[src/rtl/stream_fifo_pkg.sv]
// Shared definitions for the stream_fifo block: default sizes, the count-width
// helper and a status view used by the checking logic.
package stream_fifo_pkg;

    localparam int DEF_WIDTH = 8;
    localparam int DEF_DEPTH = 8;

    // Occupancy runs 0..depth inclusive, so one more code than entries is needed.
    function automatic int clog2_cnt(input int depth);
        return $clog2(depth + 1);
    endfunction

    // Coarse occupancy view, only consumed by simulation checks.
    typedef enum logic [1:0] {
        EMPTY,
        PARTIAL,
        FULL
    } fifo_status_e;

endpackage

[src/rtl/stream_fifo_mem.sv]
// DEPTH x WIDTH register array: one synchronous write port and one
// asynchronous read port feeding the first-word-fall-through output.
module stream_fifo_mem
    import stream_fifo_pkg::*;
#(
    parameter int WIDTH = DEF_WIDTH,
    parameter int DEPTH = DEF_DEPTH,
    parameter int AW    = $clog2(DEPTH)
) (
    input  logic             clk,
    input  logic             we,
    input  logic [AW-1:0]    waddr,
    input  logic [WIDTH-1:0] wdata,
    input  logic [AW-1:0]    raddr,
    output logic [WIDTH-1:0] rdata
);

    logic [WIDTH-1:0] mem [DEPTH];

    // Write the addressed entry on an accepted push.
    // NOTE: the storage array has no reset; its contents are don't-care until
    // written and the count guards every read, so a reset here would only cost flops.
    always_ff @(posedge clk) begin
        if (we) begin
            mem[waddr] <= wdata;
        end
    end

    // Head word is presented combinationally so it is visible the cycle after the push.
    always_comb begin
        rdata = mem[raddr];
    end

endmodule

[src/rtl/stream_fifo.sv]
// First-word-fall-through FIFO with valid/ready on both sides, occupancy
// count, almost-full/almost-empty watermarks and a synchronous flush.
module stream_fifo
    import stream_fifo_pkg::*;
#(
    parameter int WIDTH    = DEF_WIDTH,
    parameter int DEPTH    = DEF_DEPTH,
    parameter int AF_LEVEL = DEPTH - 2,
    parameter int AE_LEVEL = 2
) (
    input  logic                          clk,
    input  logic                          rst,
    input  logic                          flush,
    input  logic                          in_valid,
    output logic                          in_ready,
    input  logic [WIDTH-1:0]              in_data,
    output logic                          out_valid,
    input  logic                          out_ready,
    output logic [WIDTH-1:0]              out_data,
    output logic [clog2_cnt(DEPTH)-1:0]   count,
    output logic                          almost_full,
    output logic                          almost_empty
);

    localparam int AW = $clog2(DEPTH);
    localparam int CW = clog2_cnt(DEPTH);

    logic [AW-1:0] wr_ptr;
    logic [AW-1:0] rd_ptr;
    logic          push;
    logic          pop;
    fifo_status_e  status;

    // Handshake and watermark flags come from registered count only, so
    // in_ready has no combinational path from out_ready.
    always_comb begin
        in_ready     = (count != CW'(DEPTH));
        out_valid    = (count != '0);
        push         = in_valid & in_ready;
        pop          = out_valid & out_ready;
        almost_full  = (count >= CW'(AF_LEVEL));
        almost_empty = (count <= CW'(AE_LEVEL));
    end

    stream_fifo_mem #(
        .WIDTH (WIDTH),
        .DEPTH (DEPTH),
        .AW    (AW)
    ) u_mem (
        .clk   (clk),
        .we    (push & ~flush),
        .waddr (wr_ptr),
        .wdata (in_data),
        .raddr (rd_ptr),
        .rdata (out_data)
    );

    // Pointer and occupancy state; flush wins over any push or pop in the same cycle.
    // NOTE: sequential state uses non-blocking assignments so every register
    // samples the pre-edge values, independent of statement order.
    always_ff @(posedge clk or posedge rst) begin
        if (rst) begin
            wr_ptr <= '0;
            rd_ptr <= '0;
            count  <= '0;
        end else if (flush) begin
            wr_ptr <= '0;
            rd_ptr <= '0;
            count  <= '0;
        end else begin
            if (push) begin
                wr_ptr <= wr_ptr + AW'(1);
            end
            if (pop) begin
                rd_ptr <= rd_ptr + AW'(1);
            end
            case ({push, pop})
                2'b10:   count <= count + CW'(1);
                2'b01:   count <= count - CW'(1);
                default: count <= count;
            endcase
        end
    end

    // Coarse status view for the checks below.
    // NOTE: the default is assigned first so no path through the block can
    // leave status unassigned and infer a latch.
    always_comb begin
        status = PARTIAL;
        if (count == '0) begin
            status = EMPTY;
        end else if (count == CW'(DEPTH)) begin
            status = FULL;
        end
    end

    if ((DEPTH < 2) || ((DEPTH & (DEPTH - 1)) != 0)) begin : g_bad_depth
        $error("stream_fifo: DEPTH must be a power of two and at least 2");
    end

    if (AE_LEVEL >= AF_LEVEL) begin : g_bad_levels
        $error("stream_fifo: AE_LEVEL must be below AF_LEVEL");
    end

    a_count_bound : assert property (@(posedge clk) disable iff (rst)
        count <= CW'(DEPTH));

    a_no_pop_empty : assert property (@(posedge clk) disable iff (rst)
        !(pop && (count == '0)));

    a_full_blocks : assert property (@(posedge clk) disable iff (rst)
        (status == FULL) == !in_ready);

endmodule

[config.mk]
export PLATFORM = sky130hd
export DESIGN_NAME = stream_fifo
export DESIGN_NICKNAME = d
export VERILOG_FILES = /design/src/rtl/stream_fifo_pkg.sv /design/src/rtl/stream_fifo_mem.sv /design/src/rtl/stream_fifo.sv
export SDC_FILE = /design/constraint.sdc
export NUM_CORES = 1
export LEC_CHECK = 0
export ABC_AREA = 1
export CAP_MARGIN = 5
export CORE_MARGIN = 3
export CORE_UTILIZATION = 50
export DETAILED_ROUTE_END_ITERATION = 10
export DONT_BUFFER_PORTS = 1
export PLACE_DENSITY = 0.69
export SLEW_MARGIN = 30
export SYNTH_ARGS = -nofsm -noshare
export SYNTH_HDL_FRONTEND = slang
export SYNTH_HIERARCHICAL = 1
export SYNTH_SLANG_ARGS = --single-unit
[constraint.sdc]
create_clock -name clk -period 1.65 [get_ports clk]
set_input_delay 0.2475 -clock clk [delete_from_list [all_inputs] [get_ports clk]]
set_output_delay 0.2475 -clock clk [all_outputs]
set_load 0.005 [all_outputs]
==> metrics.yaml, run 1 <==
status: "finished, violations left"
violations: "setup timing"
setup_ws_ps: -64.3
syn_area_um2: 3590
synthDistinctLibCells: 25
drc_errors: 0
worstHoldStart: "flush"
max-clock-path-buffers: 2
grt_pass1_vias: 2390
endpoint_kind: "flip-flop"
die_h_um: 90.7
drt-wirelength-per-cell_um: 13.9
crit_arrival_ps: 1940
setup_viol: 41
p_per_area_nw_per_um2: 1230
multi_input_area_um2: 1080
relSlewSlack_pct: 73.2
synth_flop_cell: "edfxtp_1"
grt.total_usage_pct: 18.2
die_w_um: 90.7
leakagePower_nw: 2.04
synth_seq_cells: 74
postSynth.asyncResetShare_pct: 13.5
vias: 2543
yosysTopAreaCellShare_pct: 53.5
min_to: "count[3]"
grt_remaining_overflow: 0
layout_min_cycle_time_ps: 1710
timing.final.crit_share_pct: 104
tightest_slew_ps: 402
path_max_fanout: 4
fin_nets: 458
final-hold-violation-count: 0
cts.sinks: 74
antenna_found_initial: 0
drive_gt1_share_pct: 22.6
grt_util_met3_pct: 3.50
maxCapViolCount: 0
ant_nets: 0
clk_latency_ps: 330
synth_cells: 382
die-area_um2: 8230
crit-reg2reg-launch: "count[3]"
maxClockFrequency_mhz: 583
cts-root-buf: "clkbuf_8"
grtUsageMet2_pct: 31.4
synth_nets: 399
grt_pass1_wl_um: 11700
synth_edf_count: 64
yosysMostFrequentCell: "nand2_1"
cts.clk_slew.worst_paths_ps: 70
drv_slew: 0
clock_skew_ps: 6.03
yosysTopAreaCell: "edfxtp_1"
tritoncts: "done"
worst_hold_path_type: "in2reg"
ys_seq_area_share_pct: 60.5
hold_ws_ps: 63.6
synth_area_leaders: "edfxtp_1, nand2_1, inv_1"
dpl.hpwl_um: 4930
ff_latch_area_um2: 2180
tns_ps: -1210
area.growth.synth_to_final_pct: 22.2
rr_worst_depth: 13
gp_congestion: 0.850
yosysWarnings: 6
io_pins: 29
cts.htree.levels: 3
drt-initial-drc-count: 89
numCtsBuffers: 9
drt_wl_total_um: 7550
grt_busiest_layer: "met2"
ir_worst_vdd_mv: 0.695
reg2reg_to: "count[3]"
rows: 30
coreArea_um2: 6870
port_buffers: 0
grt_max_degree: 33
fillers: 561
hold_depth: 3
cp_data_required_time_ps: 1870
syn_area_per_cell_um2: 9.40
critPathKind: "reg2reg"
rsz0062_at_grt: "yes"
synthTopCellsByCount: "nand2_1, inv_1, edfxtp_1"
diodes: 0
start_util_pct: 52.3
worst-r2r-setup-slack_ps: -60
use_met1_pct: 22.4
first_pass_iters: 4
cp-start-kind: "flip-flop"
viasPerCell: 4.69
[worst max path at each step]
stage,from,end,cells past startpoint
floorplan,count[3],u_mem/mem[1][0],7
global placement,count[3],u_mem/mem[6][0],8
detailed placement,count[3],u_mem/mem[6][0],8
CTS,count[3],count[3],13
global route,count[3],u_mem/mem[7][5],8
finish,count[3],count[3],13
[cells in the final DEF, fill, tap and decap left out]
master         netlist  layout
xor2_1               2       2
buf_4                3      38
nand3_2              2       2
buf_6                6       1
ha_1                 4       2
nand3_4              0       1
ha_4                 0       1
dfrtp_2              0       5
dlygate4sd3_1        0      18
clkinv_2             1       2
buf_12               0       1
nand3b_1             1       1
nor2_2               1       7
nand2_2              2       8
inv_8                0       1
edfxtp_1            64      64
nand2_1            127     119
o22ai_2              1       1
clkbuf_1             0       4
clkbuf_8             0       9
nor2_1              16       7
buf_8                0       1
clkinv_4             0       1
a21oi_1              2       2
ha_2                 0       1
dfrtp_1             10       5
inv_1               82      79
a21oi_4              1       1
o21ai_0              5       5
clkinvlp_4           0       1
nor2_4               3       6
inv_2                4       7
nand3_1             36      35
o21ai_1              2       2
nand2_4              4       6
[where the power goes]
group	total, W	switching (W)	internal [W]
combinational	0.00199	0.00118	0.000813
sequential	0.00225	0.000104	0.00215
clock	0.00114	0.000592	0.000543
total	0.00538	0.00188	0.00351
[per-stage QoR]
stage,setup WS (ps),cells,util [%],cell area (µm²),power (W)
2_1_floorplan,-34.8,382,-,3620,0.00357
3_3_place_gp,-41.4,499,56.5,3880,0.00392
3_5_place_dp,-64.3,499,56.5,3880,0.00394
4_1_cts,-30.3,527,61.0,4190,0.00517
5_1_grt,-128,542,63.9,4390,0.00571
6_report,-64.3,542,63.9,4390,0.00538
[sequential cells by signal, summed over array words and instances, names as in the netlist]
name       cells
count          4
wr_ptr         3
rd_ptr         3
u_mem/mem     64
[final cells by class]
cell class / instances / area share, %
flip-flops and latches: 74 / 49.6
multi-input cells: 209 / 24.6
repair buffers: 59 / 11.7
inverters: 88 / 7.81
clock buffers: 13 / 3.17
well taps: 96 / 2.74
clock inverters: 3 / 0.399
[what timing repair did]
action	in CTS	in global routing
hold buffers	10	8
gates resized for setup	11	18
buffers inserted	2	7
pin swaps	5	13
hold endpoints to repair	22	53
setup endpoints to repair	73	66
[worst max-delay path: stages, from the launching register on]
cell and delay, ps:
dfrtp_2 450, inv_2 90, nor2_4 50, nand2_4 80
nand2_4 80, nand2_4 100, clkinv_4 60, ha_4 270
nand2_2 40, nand3b_1 160, nand2_1 80, nand2_1 50
nand3_1 50, nand2_1 50
[routing by layer]
| layer | wire length [µm] | part of all wire [%] | up-vias |
|---|---|---|---|
| met5 | 0 | 0 | - |
| met4 | 101 | 1.3 | 0 |
| met3 | 218 | 2.9 | 9 |
| met2 | 3890 | 51 | 31 |
| met1 | 3350 | 44 | 1201 |
| li1 | - | - | 1302 |
[cell families (layout without fill, tap and decap cells)]
group | Yosys count | count (layout) | share of synthesized area [%]
AO/OA/AOI/OAI | 11 | 11 | 2.06
AND/OR/NAND/NOR | 192 | 192 | 23.5
XOR/XNOR | 2 | 2 | 0.488
flip-flops | 74 | 74 | 60.5
buffers and inverters | 99 | 163 | 12.1
adder cells (fa/ha/maj) | 4 | 4 | 1.39
No activity file was read; power rests on OpenSTA's default activity.
==> run 2: changes to the inputs <==
--- a/config.mk
+++ b/config.mk
@@ -8,10 +8,10 @@
 export ABC_AREA = 1
 export CAP_MARGIN = 5
 export CORE_MARGIN = 3
-export CORE_UTILIZATION = 50
+export CORE_UTILIZATION = 35
 export DETAILED_ROUTE_END_ITERATION = 10
 export DONT_BUFFER_PORTS = 1
-export PLACE_DENSITY = 0.69
+export PLACE_DENSITY = 0.52
 export SLEW_MARGIN = 30
 export SYNTH_ARGS = -nofsm -noshare
 export SYNTH_HDL_FRONTEND = slang
==> metrics.yaml, run 2 (synthesized netlist as in run 1, its figures left out) <==
status: "finished, violations left"
violations: "setup timing"
cts.sinks: 74  # unchanged
first_pass_iters: 4  # unchanged
top_regs: "u_mem/mem (64), count (4)"
leakagePower_nw: 2.00  # -2.0%
rows: 36  # +20%
timing.final.crit_share_pct: 101  # -2.9 points
ant_nets: 0  # unchanged
tightest_slew_ps: 416  # +14.1 ps
critPathKind: "reg2reg"
diodes: 0  # unchanged
final-hold-violation-count: 0  # unchanged
cp-start-kind: "flip-flop"
crit_end: "count[3]"
tns_ps: -25.1  # +1190 ps
maxCapViolCount: 0  # unchanged
grt_remaining_overflow: 0  # unchanged
rr_worst_depth: 11  # -2
worst_hold_path_type: "in2reg"
coreArea_um2: 9860  # +44%
grt_pass1_wl_um: 12700  # +8.7%
dpl.hpwl_um: 5090  # +3.3%
tritoncts: "done"
relSlewSlack_pct: 72.3  # -0.94 points
die-area_um2: 11500  # +40%
max-clock-path-buffers: 2  # unchanged
port_buffers: 0  # unchanged
start_util_pct: 36.4  # -16 points
antenna_found_initial: 0  # unchanged
drt-wirelength-per-cell_um: 13.9  # about the same
critPathMaxStageDelay_ps: 430  # -20 ps
endpoint_kind: "flip-flop"
gp_congestion: 0.816  # -4.0%
worst_path_most_repeated_cell: "nand2_1"
vias: 2504  # -1.5%
ir_worst_vdd_mv: 0.537  # -23%
top_register: "u_mem/mem"
fin_nets: 445  # -2.8%
cp_data_required_time_ps: 1890  # +20 ps
cts-root-buf: "clkbuf_8"
drc_errors: 0  # unchanged
fillers: 955  # +70%
final_common_cell: "nand2_1"
drt-initial-drc-count: 147  # +65%
crit-reg2reg-launch: "count[1]"
die_h_um: 107  # +18%
cpMaxStageDelayCell: "dfrtp_2"
cts.htree.levels: 3  # unchanged
clk_latency_ps: 340  # about the same
cp-startpoint: "count[1]"
worst-r2r-setup-slack_ps: -20  # +50 ps
drive_gt1_share_pct: 24.1  # +1.4 points
rsz0062_at_grt: "yes"
numCtsBuffers: 9  # unchanged
grt_pass1_vias: 2596  # +8.6%
largest_register_ffs: 64  # unchanged
path_max_fanout: 4  # unchanged
die_w_um: 107  # +18%
drv_slew: 0  # unchanged
clock_skew_ps: 7.65  # +1.62 ps
crit_chain: "nor2_4 > a21oi_4 > nand2_4 > clkinv_4 > ha_4 > nand2_2 > nand3b_1 > nand2_1 > nand2_1 > nand3_2 > nand2_1"
post-route-util_pct: 44.3  # -20 points
grt.total_usage_pct: 14.6  # -3.7 points
grt_max_degree: 33  # unchanged
p_per_area_nw_per_um2: 1270  # +3.4%
cts.clk_slew.worst_paths_ps: 80  # about the same
layout_min_cycle_time_ps: 1670  # -48.0 ps
maxClockFrequency_mhz: 600  # +2.9%
reg2reg_to: "count[3]"
drt_wl_total_um: 7880  # +4.3%
setup_ws_ps: -16.3  # +48.0 ps
setup_viol: 2  # -95%
final_cell_mix: "nand2_1, inv_1, edfxtp_1, nand3_1, buf_4"
viasPerCell: 4.43  # -5.5%
area.growth.synth_to_final_pct: 21.7
io_pins: 29  # unchanged
crit_arrival_ps: 1900  # -40 ps
## run 2: cell types whose count changed in the layout (fill, tap and decap cells not counted), moves of 2 or more
cell / before / now
dlygate4sd3_1: 18 / 10
buf_12: 1 / 3
nand2_4: 6 / 4
nand2_1: 119 / 113
nand2_2: 8 / 16
buf_4: 38 / 30
clkbuf_1: 4 / 0
nand3_2: 2 / 4
buf_6: 1 / 3
inv_2: 7 / 5
## run 2: worst min-delay path by stage
stage	slack (ps)	cells past startpoint	end	from
after floorplan	90	1	rd_ptr[0]	rst
after global placement	160	1	wr_ptr[2]	rst
after detailed placement	160	1	wr_ptr[2]	rst
after CTS	40	3	count[3]	flush
after global routing	60	3	count[1]	flush
final	60	3	count[0]	flush
## run 2: stage by stage
stage | hold slack (ps) | instances | cell area, µm² | setup slack (ps) | total power (W)
6_report | 61.1 | 565 | 4370 | -16.3 | 0.00554
5_1_grt | 59.7 | 565 | 4370 | -143 | 0.00592
4_1_cts | 44.3 | 563 | 4320 | -22.0 | 0.00550
3_5_place_dp | 157 | 536 | 3950 | -62.6 | 0.00401
3_3_place_gp | 162 | 536 | 3950 | -40.4 | 0.00400
2_1_floorplan | 87.4 | 382 | 3620 | -34.8 | 0.00357
## run 2: timing repair
item / in CTS / in global routing
resized for setup: 20 / 12
setup endpoints to repair: 71 / 74
pin swaps: 11 / 7
setup buffers: 2 / 2
hold buffers: 10 / 0
hold endpoints to repair: 75 / 0
## run 2: metal layers
| metal | track usage, % | vias up | share of wire, % |
|---|---|---|---|
| met5 | 0 | - | 0 |
| met4 | 6.39 | 0 | 1.4 |
| met3 | 3.06 | 11 | 3.6 |
| met2 | 25.5 | 42 | 51 |
| met1 | 17.1 | 1183 | 44 |
| li1 | - | 1268 | - |
## run 2: cell type report
cell class,count,area (µm²),area share [%]
Timing Repair Buffer,46,419,9.60
Sequential cell,74,2180,49.9
Clock buffer,9,124,2.84
Multi-Input combinational cell,209,1080,24.6
Clock inverter,6,58.8,1.35
Inverter,88,345,7.91
Tap cell,133,166,3.81
## run 2: worst max-delay path, delay by kind of cell, from the launching register on
| kind | cells | cell delay [ps] |
|---|---|---|
| DFF | 1 | 430 |
| and+or+nand+nor | 8 | 720 |
| buffers and inverters | 1 | 60 |
| AOI/OAI and AO/OA | 1 | 90 |
| adders and majority gates | 1 | 270 |
## run 2: power by group
group | internal (W) | switching (W)
logic | 0.000777 | 0.00119
clock network | 0.000679 | 0.000649
registers | 0.00215 | 0.0000999
==> run 3: changes to the inputs <==
--- a/config.mk
+++ b/config.mk
@@ -5,7 +5,7 @@
 export SDC_FILE = /design/constraint.sdc
 export NUM_CORES = 1
 export LEC_CHECK = 0
-export ABC_AREA = 1
+export ABC_AREA = 0
 export CAP_MARGIN = 5
 export CORE_MARGIN = 3
 export CORE_UTILIZATION = 35
==> metrics.yaml, run 3 <==
drt-wirelength-per-cell_um: 19.7  # +41%
grt_busiest_layer: "met2"
hold_ws_ps: 50.6  # -10.5 ps
synth_cells: 171  # -55%
yosysTopAreaCell: "edfxtp_1"
cp-start-kind: "flip-flop"
dp_cells: 293  # -45%
endpoint_kind: "flip-flop"
first_pass_iters: 4  # unchanged
tritoncts: "done"
rsz0062_at_grt: "yes"
gp_congestion: 0.755  # -7.5%
max-clock-path-buffers: 2  # unchanged
crit_arrival_ps: 2270  # +370 ps
grt_max_degree: 19  # -42%
p_per_area_nw_per_um2: 1460  # +15%
start_util_pct: 36.3  # -0.12 points
clk_latency_ps: 340  # about the same
place_worst_setup_slack_ps: -427  # -364 ps
setup_viol: 44  # +42
fin_nets: 228  # -49%
rows: 34  # -5.6%
diodes: 0  # unchanged
largest_register_ffs: 64  # unchanged
synth_area_leaders: "edfxtp_1, mux4_1, dfrtp_1"
final_cells: 324  # -43%
drv_slew: 0  # unchanged
maxClockFrequency_mhz: 488  # -19%
cts.htree.levels: 3  # unchanged
final_cell_mix: "edfxtp_1, mux4_2, buf_12, nor2_1, dlygate4sd3_1"
synth_seq_cells: 74  # unchanged
drt_wl_total_um: 6380  # -19%
port_buffers: 0  # unchanged
use_met1_pct: 16.4  # -0.78 points
die_w_um: 102  # -5.4%
synth_edf_count: 64  # unchanged
yosysWarnings: 6  # unchanged
critPathKind: "reg2reg"
antenna_found_initial: 0  # unchanged
top_register: "u_mem/mem"
viasPerCell: 5.17  # +17%
power_frac_clock_pct: 24.5  # +0.5 points
drive_gt1_share_pct: 44.0  # +20 points
status: "finished, violations left"
drt-initial-drc-count: 55  # -63%
ant_nets: 0  # unchanged
syn_area_per_cell_um2: 18.7  # +99%
grt_util_met3_pct: 3.37  # +0.32 points
relSlewSlack_pct: 71.9  # -0.32 points
synthTopCellsByCount: "edfxtp_1, nor2_1, mux4_1"
postSynth.asyncResetShare_pct: 13.5  # unchanged
switching_power_w: 0.00173  # -11%
layout_min_cycle_time_ps: 2050  # +381 ps
dpl.hpwl_um: 4040  # -21%
area.growth.synth_to_final_pct: 28.2
pwr-share-seq_pct: 38.4  # -2.2 points
io_pins: 29  # unchanged
coreArea_um2: 8810  # -11%
grt_remaining_overflow: 0  # unchanged
synth_flop_cell: "edfxtp_1"
final_common_cell: "edfxtp_1"
worst_hold_path_type: "in2reg"
switching_share_pct: 28.9  # -6.0 points
synthDistinctLibCells: 36  # +44%
synth_nets: 188  # -53%
grt_pass1_wl_um: 10100  # -21%
cts.sinks: 74  # unchanged
grt.total_usage_pct: 13.5  # -1.0 points
path_max_fanout: 3  # -1
cts.clk_slew.worst_paths_ps: 80  # about the same
clock_skew_ps: 11.2  # +3.50 ps
final-hold-violation-count: 0  # unchanged
tightest_slew_ps: 420  # +4.76 ps
maxCapViolCount: 0  # unchanged
cp_data_required_time_ps: 1880  # about the same
cts-root-buf: "clkbuf_8"
yosysTopAreaCellShare_pct: 60.2  # +6.6 points
ir_worst_vdd_mv: 0.659  # +23%
die_h_um: 102  # -5.4%
yosysMostFrequentCell: "edfxtp_1"
timing.final.crit_share_pct: 124  # +23 points
numCtsBuffers: 9  # unchanged
ys_seq_area_share_pct: 68.0  # +7.5 points
grtUsageMet2_pct: 23.0  # -2.5 points
setup_ws_ps: -397  # -381 ps
leakagePower_nw: 1.39  # -30%
syn_area_um2: 3190  # -11%
violations: "setup timing"
p_comb_share_pct: 37.1  # +1.7 points
top_regs: "u_mem/mem (64), count (4)"
drc_errors: 0  # unchanged
grt_pass1_vias: 1809  # -30%
vias: 1674  # -33%
die-area_um2: 10300  # -10%
power_w: 0.00597  # +7.7%
intPower_w: 0.00424  # +18%
[run 3: changes by cell type after synthesis, moves of 4 or more]
cell      before  now
nand2_1      127    5
inv_1         82    2
nand3_1       36    2
mux4_1         0   15
mux2_2         0    9
buf_6          6    1
inv_2          4    0
nand2_4        4    0
nand2b_1       0    4
[run 3: final timing paths]
kind | from | endpoint | cells past startpoint | slack, ps
max reg2reg | count[2] | count[3] | 7 | -400
min | in_valid | wr_ptr[1] | 2 | 50
min in group asynchronous | rst | wr_ptr[1] | 2 | 340
max | count[2] | count[3] | 7 | -400
max in group asynchronous | rst | rd_ptr[0] | 2 | 1000
min reg2reg | rd_ptr[1] | rd_ptr[1] | 2 | 570
[run 3: power by group through the flow]
stage               logic (W)  registers [W]  clock network [W]
floorplan             0.00132        0.00233                  0
finish                0.00221        0.00229            0.00146
CTS                   0.00217        0.00229            0.00151
detailed placement    0.00179        0.00232                  0
global route          0.00238        0.00231            0.00159
global placement      0.00173        0.00230                  0
[run 3: worst max-delay path, stage by stage (launching register included)]
cell and delay, ps:
dfrtp_2 450, o41ai_4 430, a21oi_4 80, ha_4 300, o21ai_1 60, and3b_1 170, o21ai_2 130, mux2_4 310
[run 3: kinds of logic (layout without fill, tap and decap cells)]
group                      count (synthesis)  after routing  synth area share, %
xor gates and xnor gates                   6              6                 1.65
muxes                                     29             29                 17.6
AOI/OAI and AO/OA                         12             12                 3.68
and+or+nand+nor                           36             36                 5.44
adders and majority gates                  4              4                 1.57
buffers and inverters                     10             55                 2.04
DFF                                       74             74                 68.0
[run 3: timing repair]
item	4_1_cts	5_1_grt
setup buffers	4	1
pin swaps	8	12
hold buffers	10	0
setup endpoints to repair	77	77
gates resized for setup	17	11
endpoints found under the hold margin	83	0
cloned	1	0
[run 3: area by class of cell]
cell class	count	area, µm²
Sequential cell	74	2180
Tap cell	108	135
Clock buffer	10	128
Timing Repair Buffer	37	467
Inverter	2	7.51
Multi-Input combinational cell	87	1100
Clock inverter	6	81.3
Fill cell	741	4710
[run 3: metrics by stage]
stage / utilization [%] / area, µm² / TNS (ps)
3_3_place_gp: 41.3 / 3630 / -8890
4_1_cts: 46.5 / 4090 / -7690
5_1_grt: 46.5 / 4090 / -9950
2_1_floorplan: - / 3290 / -2180
6_report: 46.5 / 4090 / -4490
3_5_place_dp: 41.3 / 3630 / -11270
[run 3: layer usage]
metal | part of all wire (%) | vias to the layer above
li1 | - | 748
met1 | 42 | 887
met2 | 53 | 29
met3 | 3.9 | 10
met4 | 1.8 | 0
met5 | 0 | -
